File: src/rtl/branch_pkg.sv
// Shared definitions for the EX-stage branch unit and its bimodal predictor.
//   OP_BRANCH / OP_JAL / OP_JALR : RV32 opcodes resolved by the branch unit
//   br_type_e                    : funct3 encodings of conditional branches
//   bht_state_e                  : 2-bit saturating counter states
//   bht_next()                   : counter training step
package branch_pkg;

    localparam logic [6:0] OP_BRANCH = 7'b1100011;
    localparam logic [6:0] OP_JAL    = 7'b1101111;
    localparam logic [6:0] OP_JALR   = 7'b1100111;

    typedef enum logic [2:0] {
        BR_EQ   = 3'b000,
        BR_NE   = 3'b001,
        BR_RSV2 = 3'b010,
        BR_RSV3 = 3'b011,
        BR_LT   = 3'b100,
        BR_GE   = 3'b101,
        BR_LTU  = 3'b110,
        BR_GEU  = 3'b111
    } br_type_e;

    typedef enum logic [1:0] {
        BHT_SNT = 2'b00,
        BHT_WNT = 2'b01,
        BHT_WT  = 2'b10,
        BHT_ST  = 2'b11
    } bht_state_e;

    localparam bht_state_e BHT_RESET_STATE = BHT_WNT;

    // Saturating increment on taken, saturating decrement on not-taken.
    function automatic bht_state_e bht_next(input bht_state_e s, input logic taken);
        bht_state_e n;
        case (s)
            BHT_SNT: n = taken ? BHT_WNT : BHT_SNT;
            BHT_WNT: n = taken ? BHT_WT  : BHT_SNT;
            BHT_WT:  n = taken ? BHT_ST  : BHT_WNT;
            default: n = taken ? BHT_ST  : BHT_WT;
        endcase
        return n;
    endfunction

endpackage

File: src/rtl/branch_cmp.sv
// Branch condition evaluator, purely combinational.
//   rs1, rs2 : XLEN-bit operands
//   br_type  : funct3 of the conditional branch
//   cond     : 1 when the branch condition holds (010/011 never hold)
module branch_cmp
    import branch_pkg::*;
#(
    parameter int unsigned XLEN = 32
) (
    input  logic [XLEN-1:0] rs1,
    input  logic [XLEN-1:0] rs2,
    input  logic [2:0]      br_type,
    output logic            cond
);

    always_comb begin
        cond = 1'b0;
        case (br_type)
            BR_EQ:   cond = (rs1 == rs2);
            BR_NE:   cond = (rs1 != rs2);
            BR_LT:   cond = ($signed(rs1) <  $signed(rs2));
            BR_GE:   cond = ($signed(rs1) >= $signed(rs2));
            BR_LTU:  cond = (rs1 <  rs2);
            BR_GEU:  cond = (rs1 >= rs2);
            default: cond = 1'b0;
        endcase
    end

endmodule

File: src/rtl/branch_predict_resolve.sv
// EX-stage branch resolution plus bimodal branch history table (BHT).
//   clk, rst            : clock, asynchronous active-high reset
//   if_pc               : fetch PC, if_pred_taken is the BHT prediction for it
//   ex_valid, ex_pc     : EX instruction valid flag and PC
//   ex_opcode, ex_br_type, ex_rs1, ex_rs2 : EX decode fields and operands
//   ex_pred_taken       : prediction made in IF for the EX instruction
//   br_taken            : redirect required (taken branch or any jump)
//   mispredict          : conditional-branch outcome differs from prediction
//   stat_branches, stat_mispredicts : event counters
// Optional feature macro: BRANCH_PREDICT_STATS_EN builds the stat counters;
// without it both stat ports are tied to zero.
module branch_predict_resolve
    import branch_pkg::*;
#(
    parameter int unsigned XLEN        = 32,
    parameter int unsigned PC_W        = 32,
    parameter int unsigned BHT_ENTRIES = 64
) (
    input  logic            clk,
    input  logic            rst,
    input  logic [PC_W-1:0] if_pc,
    output logic            if_pred_taken,
    input  logic            ex_valid,
    input  logic [PC_W-1:0] ex_pc,
    input  logic [6:0]      ex_opcode,
    input  logic [2:0]      ex_br_type,
    input  logic [XLEN-1:0] ex_rs1,
    input  logic [XLEN-1:0] ex_rs2,
    input  logic            ex_pred_taken,
    output logic            br_taken,
    output logic            mispredict,
    output logic [31:0]     stat_branches,
    output logic [31:0]     stat_mispredicts
);

    localparam int unsigned IDX_W = $clog2(BHT_ENTRIES);

    logic [IDX_W-1:0] w_if_idx;
    logic [IDX_W-1:0] w_ex_idx;
    logic             w_is_branch;
    logic             w_is_jump;
    logic             w_cond;
    bht_state_e       w_if_state;
    logic             w_unused;

    bht_state_e r_bht [BHT_ENTRIES];

    // Word-aligned PCs: drop the two byte-offset bits.
    assign w_if_idx = if_pc[IDX_W+1:2];
    assign w_ex_idx = ex_pc[IDX_W+1:2];

    assign w_is_branch = ex_valid & (ex_opcode == OP_BRANCH);
    assign w_is_jump   = ex_valid & ((ex_opcode == OP_JAL) | (ex_opcode == OP_JALR));

    branch_cmp #(
        .XLEN (XLEN)
    ) u_cmp (
        .rs1     (ex_rs1),
        .rs2     (ex_rs2),
        .br_type (ex_br_type),
        .cond    (w_cond)
    );

    assign br_taken   = w_is_jump | (w_is_branch & w_cond);
    assign mispredict = w_is_branch & (w_cond != ex_pred_taken);

    // No write-to-read bypass: a same-index read sees the pre-update counter.
    assign w_if_state    = r_bht[w_if_idx];
    assign if_pred_taken = w_if_state[1];

    always_ff @(posedge clk or posedge rst) begin
        if (rst) begin
            r_bht <= '{default: BHT_RESET_STATE};
        end else if (w_is_branch) begin
            r_bht[w_ex_idx] <= bht_next(r_bht[w_ex_idx], w_cond);
        end
    end

`ifdef BRANCH_PREDICT_STATS_EN
    logic [31:0] r_stat_branches;
    logic [31:0] r_stat_mispredicts;

    always_ff @(posedge clk or posedge rst) begin
        if (rst) begin
            r_stat_branches    <= '0;
            r_stat_mispredicts <= '0;
        end else begin
            if (w_is_branch) r_stat_branches    <= r_stat_branches + 32'd1;
            if (mispredict)  r_stat_mispredicts <= r_stat_mispredicts + 32'd1;
        end
    end

    assign stat_branches    = r_stat_branches;
    assign stat_mispredicts = r_stat_mispredicts;
`else
    assign stat_branches    = '0;
    assign stat_mispredicts = '0;
`endif

    // PC bits outside the index field carry no predictor information.
    assign w_unused = ^{if_pc[PC_W-1:IDX_W+2], if_pc[1:0],
                        ex_pc[PC_W-1:IDX_W+2], ex_pc[1:0]};

endmodule
File: config.mk
export PLATFORM = sky130hd
export DESIGN_NAME = branch_predict_resolve
export DESIGN_NICKNAME = d
export VERILOG_FILES = /design/src/rtl/branch_pkg.sv /design/src/rtl/branch_cmp.sv /design/src/rtl/branch_predict_resolve.sv
export SDC_FILE = /design/constraint.sdc
export NUM_CORES = 1
export LEC_CHECK = 0
export ABC_AREA = 1
export CAP_MARGIN = 0
export CORE_AREA = 2 2 136 138
export DETAILED_ROUTE_END_ITERATION = 10
export DIE_AREA = 0 0 138 140
export HOLD_SLACK_MARGIN = 0.03
export PLACE_DENSITY_LB_ADDON = 0.15
export SLEW_MARGIN = 20
export SYNTH_ARGS = -nofsm -noshare
export SYNTH_HDL_FRONTEND = slang
export SYNTH_SLANG_ARGS = --single-unit
File: constraint.sdc
create_clock -name clk -period 5.2 [get_ports clk]
set_clock_uncertainty 0.05 [all_clocks]
set_input_delay 1.3 -clock clk [delete_from_list [all_inputs] [get_ports clk]]
set_output_delay 1.3 -clock clk [all_outputs]
set_load 0.01 [all_outputs]
---- Word-level counts from Yosys, hierarchy flattened ----
Index checks and enable logic that the tools add are counted.
storage, ports and cells
  logic and storage cells ................. 111
  output and inout bits ................... 67
  register bits after elaboration ......... 128
  bits of input ports ..................... 142
cells by class
  reductions and logical operators ........ 3
  mux-type cells .......................... 16
  order comparisons ....................... 7
  eq/ne operators ......................... 13
  bitwise gates (word level) .............. 8
operator list
  operator                                                                      count
  128-bit bitwise mux                                                           1
  32-bit greater-or-equal comparator                                            2
  32-bit less-than comparator                                                   2
  32-bit == test                                                                1
  32-bit != test                                                                1
  2-bit binary-select mux with 6-bit select                                     2
  7-bit == test, second input constant                                          3
  2-bit two-way mux                                                             8
  7-bit greater-or-equal comparator, second input constant                      2
  6-bit NOT with 7-bit output                                                   2
  2-bit demux with 6-bit select                                                 1
  3-bit == test, second input constant                                          4
  7-bit by 1-bit less-than comparator with 1-bit output, second input constant  1
  1-bit one-hot mux with 6 select lines                                         1
  2-bit one-hot mux with 3 select lines                                         1
  1-bit AND                                                                     4
  3-bit by 1-bit == test with 1-bit output, second input constant               1
  3-bit zero test                                                               1
  2-bit by 1-bit == test with 1-bit output, second input constant               1
  2-bit == test, second input constant                                          1
  2-bit zero test                                                               1
  1-bit two-way mux                                                             2
  1-bit bitwise OR                                                              2
  1-bit logical AND                                                             1
  1-bit != test                                                                 1

---- Logic depth before layout (Yosys ltp) ----
  depth in word-level cells ............... 8
  gate-level depth with buffers ........... 21
  gate-level depth less buffers ........... 21

---- Hierarchy ----
A second synthesis with hierarchy kept.
second synthesis, totals
  cell total of the unflattened synthesis .. 1,439
  area total of the unflattened synthesis .. 9,256.4 um^2
modules (own cells, without submodules)
  module                  area an instance (um^2)  cells an instance  sequential area each (um^2)  times used
  branch_predict_resolve  8,240.4                  1,267              3,283.1                      1
  branch_cmp              1,016.0                  172                0.0                          1

---- Least setup slack after synthesis ----
Ideal clock, no wire load.
  kind .................................... in2out
  from .................................... input port ex_rs2[31]
  to ...................................... output port mispredict
  arrival time ............................ 3.086 ns
  slack ................................... 0.764 ns
  stages .................................. 14
  required time ........................... 3.850 ns
  path buffers ............................ 0
  path through ............................ inv_1 -> ha_1 -> a21oi_1 -> o21a_1 -> nand2_1 -> a21oi_1 -> nand3_1 -> nand2_1 -> nor2_1 -> nor2_1 -> nand2_1 -> nand2_1 -> nand2_1 -> nor2_1
on the way
  longest elaborated chain between the ends .. 4
  elaborated cells on any way between the ends .. 9
  classes of those cells .................. order compare (4); eq/ne (3); mux (1); bitwise (1)
RTL lines
  item                                                        line                          RTL
  start, declared                                             branch_predict_resolve.sv:28  input logic [XLEN-1:0] ex_rs2,
  32-bit greater-or-equal comparator (tied with other cells)  branch_cmp.sv:24              BR_GEU: cond = (rs1 >= rs2);
  1-bit one-hot mux with 6 select lines *                     branch_cmp.sv:18              case (br_type)
  1-bit != test *                                             branch_predict_resolve.sv:65  assign mispredict = w_is_branch & (w_cond != ex_pred_taken);
  1-bit AND *                                                 branch_predict_resolve.sv:65
  end, declared                                               branch_predict_resolve.sv:31  output logic mispredict,
Every way passes the cells marked *; elsewhere a longest branch is shown, timed or not.

---- Final worst setup path ----
  from .................................... input port if_pc[2]
  to ...................................... output port if_pred_taken
on the way
  longest elaborated chain between the ends .. 4
RTL lines
  item                                                  line                          RTL
  start, declared                                       branch_predict_resolve.sv:21  input logic [PC_W-1:0] if_pc,
  6-bit NOT with 7-bit output (implied by the code)     branch_predict_resolve.sv:68  assign w_if_state = r_bht[w_if_idx];
  2-bit binary-select mux with 6-bit select             branch_predict_resolve.sv:68
  2-bit two-way mux (implied by the code) (2 in a row)  branch_predict_resolve.sv:68
  end, declared                                         branch_predict_resolve.sv:22  output logic if_pred_taken,
No other way between the ends. The select of a mux whose other input is x is not followed.

==> results.cfg <==
[sta]
fmaxAchievable_ghz = 0.199
tightest_slew_ns = 0.966
maxSlewViolCount = 0
setup_viol = 0
hold_viol = 0
rsz0062_at_grt = false
final.min_clock_period_ns = 5.03
relSlewSlack = 0.356
period_share = 0.968

[cts]
postCtsSetupRepairBufs = 0
cts_tree = built
clk_pin_slew_ns = 0.06
cts_hold_repair.buffers = 0
cts_sinks = 128
clockRootBuffer = clkbuf_16
htree_levels = 4
cts_buffer_depth = 2
cts_buffers = 17
worstSkewPairLatency_ns = 0.43

[synthesis]
synthSimpleGateAreaFrac = 0.373
syn_area_um2 = 9180
synth-xor-area-share = 0
synthMuxAreaShare = 0
synth_edf_count = 0
ys_warn_count = 0
ys_ff_latch = 128
synth.avg_cell_area_um2 = 6.74
synth_top_family_by_area = simple AND/OR/NAND/NOR gates
synthCells = 1362
synth_fa_ha_area_frac = 0.0436
synth_cell_type_count = 37
synth_compound_area_frac = 0.0758
synth_ff_type = dfstp_2
synthArstFlopShare = 1.00
ys_seq_area_frac = 0.358

[critical_path]
worst_setup_path_end_kind = output port
path_class = in2out
start_kind = primary input
cp.arrival_ns = 3.68
worstPathMaxFanout = 9
required_ns = 3.85

[layout]
drive_above_1_share = 0.108
fin_util = 0.603
regArea_um2 = 3280
final_area_um2 = 10700
multiInputGateArea_um2 = 4770
regMostFlops = r_bht
largest_reg_flops = 128
syn_to_final_growth_pct = 16.9
finalNetCount = 1625
top_regs = r_bht: 128 flops
diodes = 0
fillCellCount = 1714

[floorplanning]
dieArea_um2 = 19300
die_x_um = 138
initial_core_util = 0.516
die_height_um = 140
io-pin-count = 209
design.core.area_um2 = 17800
placementRows = 49

[run_status]
outcome = completed

[routing]
met3_length_um = 2520
m1WireLength_um = 11500
drt-initial-drc-count = 859
vias = 9203
top_layer_used = met4
ant_nets = 0
vias_per_cell = 5.44
drt-total-wl_um = 27700
dr.pass1.iters = 6
drc = 0
wl_per_cell_um = 16.4
routed-wl-met2_um = 12800

[grt]
grt_max_degree = 76
grt_pass1_wl_um = 44400
first_global_vias = 8541
track_usage = 0.288
grt_overflow = 0
grt_antenna_before_repair = 0

[hold_path]
min_path_type = reg2reg

[placed_design]
placed_area_um2 = 10100
place_congestion = 0.930
io_buffers = 92
dp_hpwl_um = 18300

[pwr]
power_leakage_nw = 5.18
powerDensity_nw_per_um2 = 238
peakVddDrop_uv = 238

[flow_run]
cap_violations = 0
-- worst max-delay path, cell delays in order --
cell and delay (ns):
clkdlybuf4s50_1 0.54, inv_1 0.12, buf_4 0.20, o21ai_0 0.16
a21oi_1 0.06, o311ai_0 0.40, o211ai_1 0.17, o211ai_1 0.12
nand2_1 0.11, clkdlybuf4s50_1 0.49
-- cell type report --
cell class	count	share of cell area
multi-input cells	1023	0.444
well taps	229	0.0267
clock inverters	11	0.00980
repair buffers	126	0.115
flip-flops and latches	128	0.306
inverters	155	0.0545
clock buffers	21	0.0439
-- logic make-up (layout without fill, tap and decap cells) --
| kind of cell | count (synthesis) | in the layout |
|---|---|---|
| other | 1 | 64 |
| DFF | 128 | 128 |
| buffers and inverters | 274 | 313 |
| adders and majority gates | 32 | 32 |
| AOI/OAI and AO/OA | 127 | 127 |
| and+or+nand+nor | 800 | 800 |
-- layer usage --
metal	up-vias	track usage
met2	472	0.471
met1	4238	0.378
li1	4411	-
met4	0	0.117
met3	82	0.0574
met5	-	0
-- cells in the final DEF, fill, tap and decap left out, types with 3 or more instances in the layout --
master and instances:
a21oi_1 46, a22oi_1 4, buf_12 5, buf_4 29
clkbuf_16 17, clkbuf_8 3, clkdlybuf4s50_1 89, clkinvlp_4 4
conb_1 64, dfrtp_1 64, dfstp_2 64, ha_1 32
inv_1 142, inv_2 11, inv_6 3, nand2_1 494
nand2_2 4, nand3_1 141, nand3_2 5, nand3_4 5
nand4_1 8, nor2_1 61, nor3_1 72, o21ai_0 51
o221ai_1 3, o22ai_1 12
-- where the power goes --
part	total (mW)	internal (mW)	leakage (nW)	switching (mW)
registers	1.00	1.00	1.55	0.000563
clock network	1.18	0.698	0.272	0.480
logic	0.376	0.137	3.36	0.239
total	2.56	1.84	5.18	0.720
-- per-stage QoR --
step                      cells  setup WS (ns)  TNS [ns]  hold slack, ns  power (mW)
after floorplan            1425          0.543         0           0.397        1.26
after global placement     1661         -0.118    -0.135           0.404        1.39
after detailed placement   1661         -0.146    -0.192           0.407        1.39
after CTS                  1693          0.179         0           0.418        2.56
after global routing       1693         0.0209         0           0.430        2.64
final                      1693          0.168         0           0.417        2.56
-- synthesized netlist by cell type (all sizes together), types with 12 or more instances --
| cell | instances | share of area |
|---|---|---|
| clkbuf | 14 | 0.0057 |
| dfstp | 64 | 0.18 |
| a21oi | 47 | 0.026 |
| nor3 | 72 | 0.039 |
| o22ai | 12 | 0.0082 |
| o21ai | 53 | 0.029 |
| inv | 154 | 0.063 |
| nor2 | 62 | 0.025 |
| nand2 | 498 | 0.20 |
| buf | 105 | 0.081 |
| dfrtp | 64 | 0.17 |
| ha | 32 | 0.044 |
| nand3 | 151 | 0.092 |
-- what timing repair did --
action                                  CTS  global route
endpoints found under the setup margin    2             1
pin swaps                                 1             0
gates cloned                              0             0
hold endpoints to repair                  0             0
resized for setup                         4             1
-- worst paths after layout --
check,start,to,slack (ns),depth (start not counted)
max in group asynchronous,rst,r_bht[34],2.86,3
min in group asynchronous,rst,r_bht[89],1.38,2
max reg2reg,r_bht[72],r_bht[25],2.76,13
max,if_pc[2],if_pred_taken,0.17,10
min,r_bht[72],r_bht[72],0.42,2
min reg2reg,r_bht[72],r_bht[72],0.42,2
Note: power is estimated with default switching activity, not from simulation.
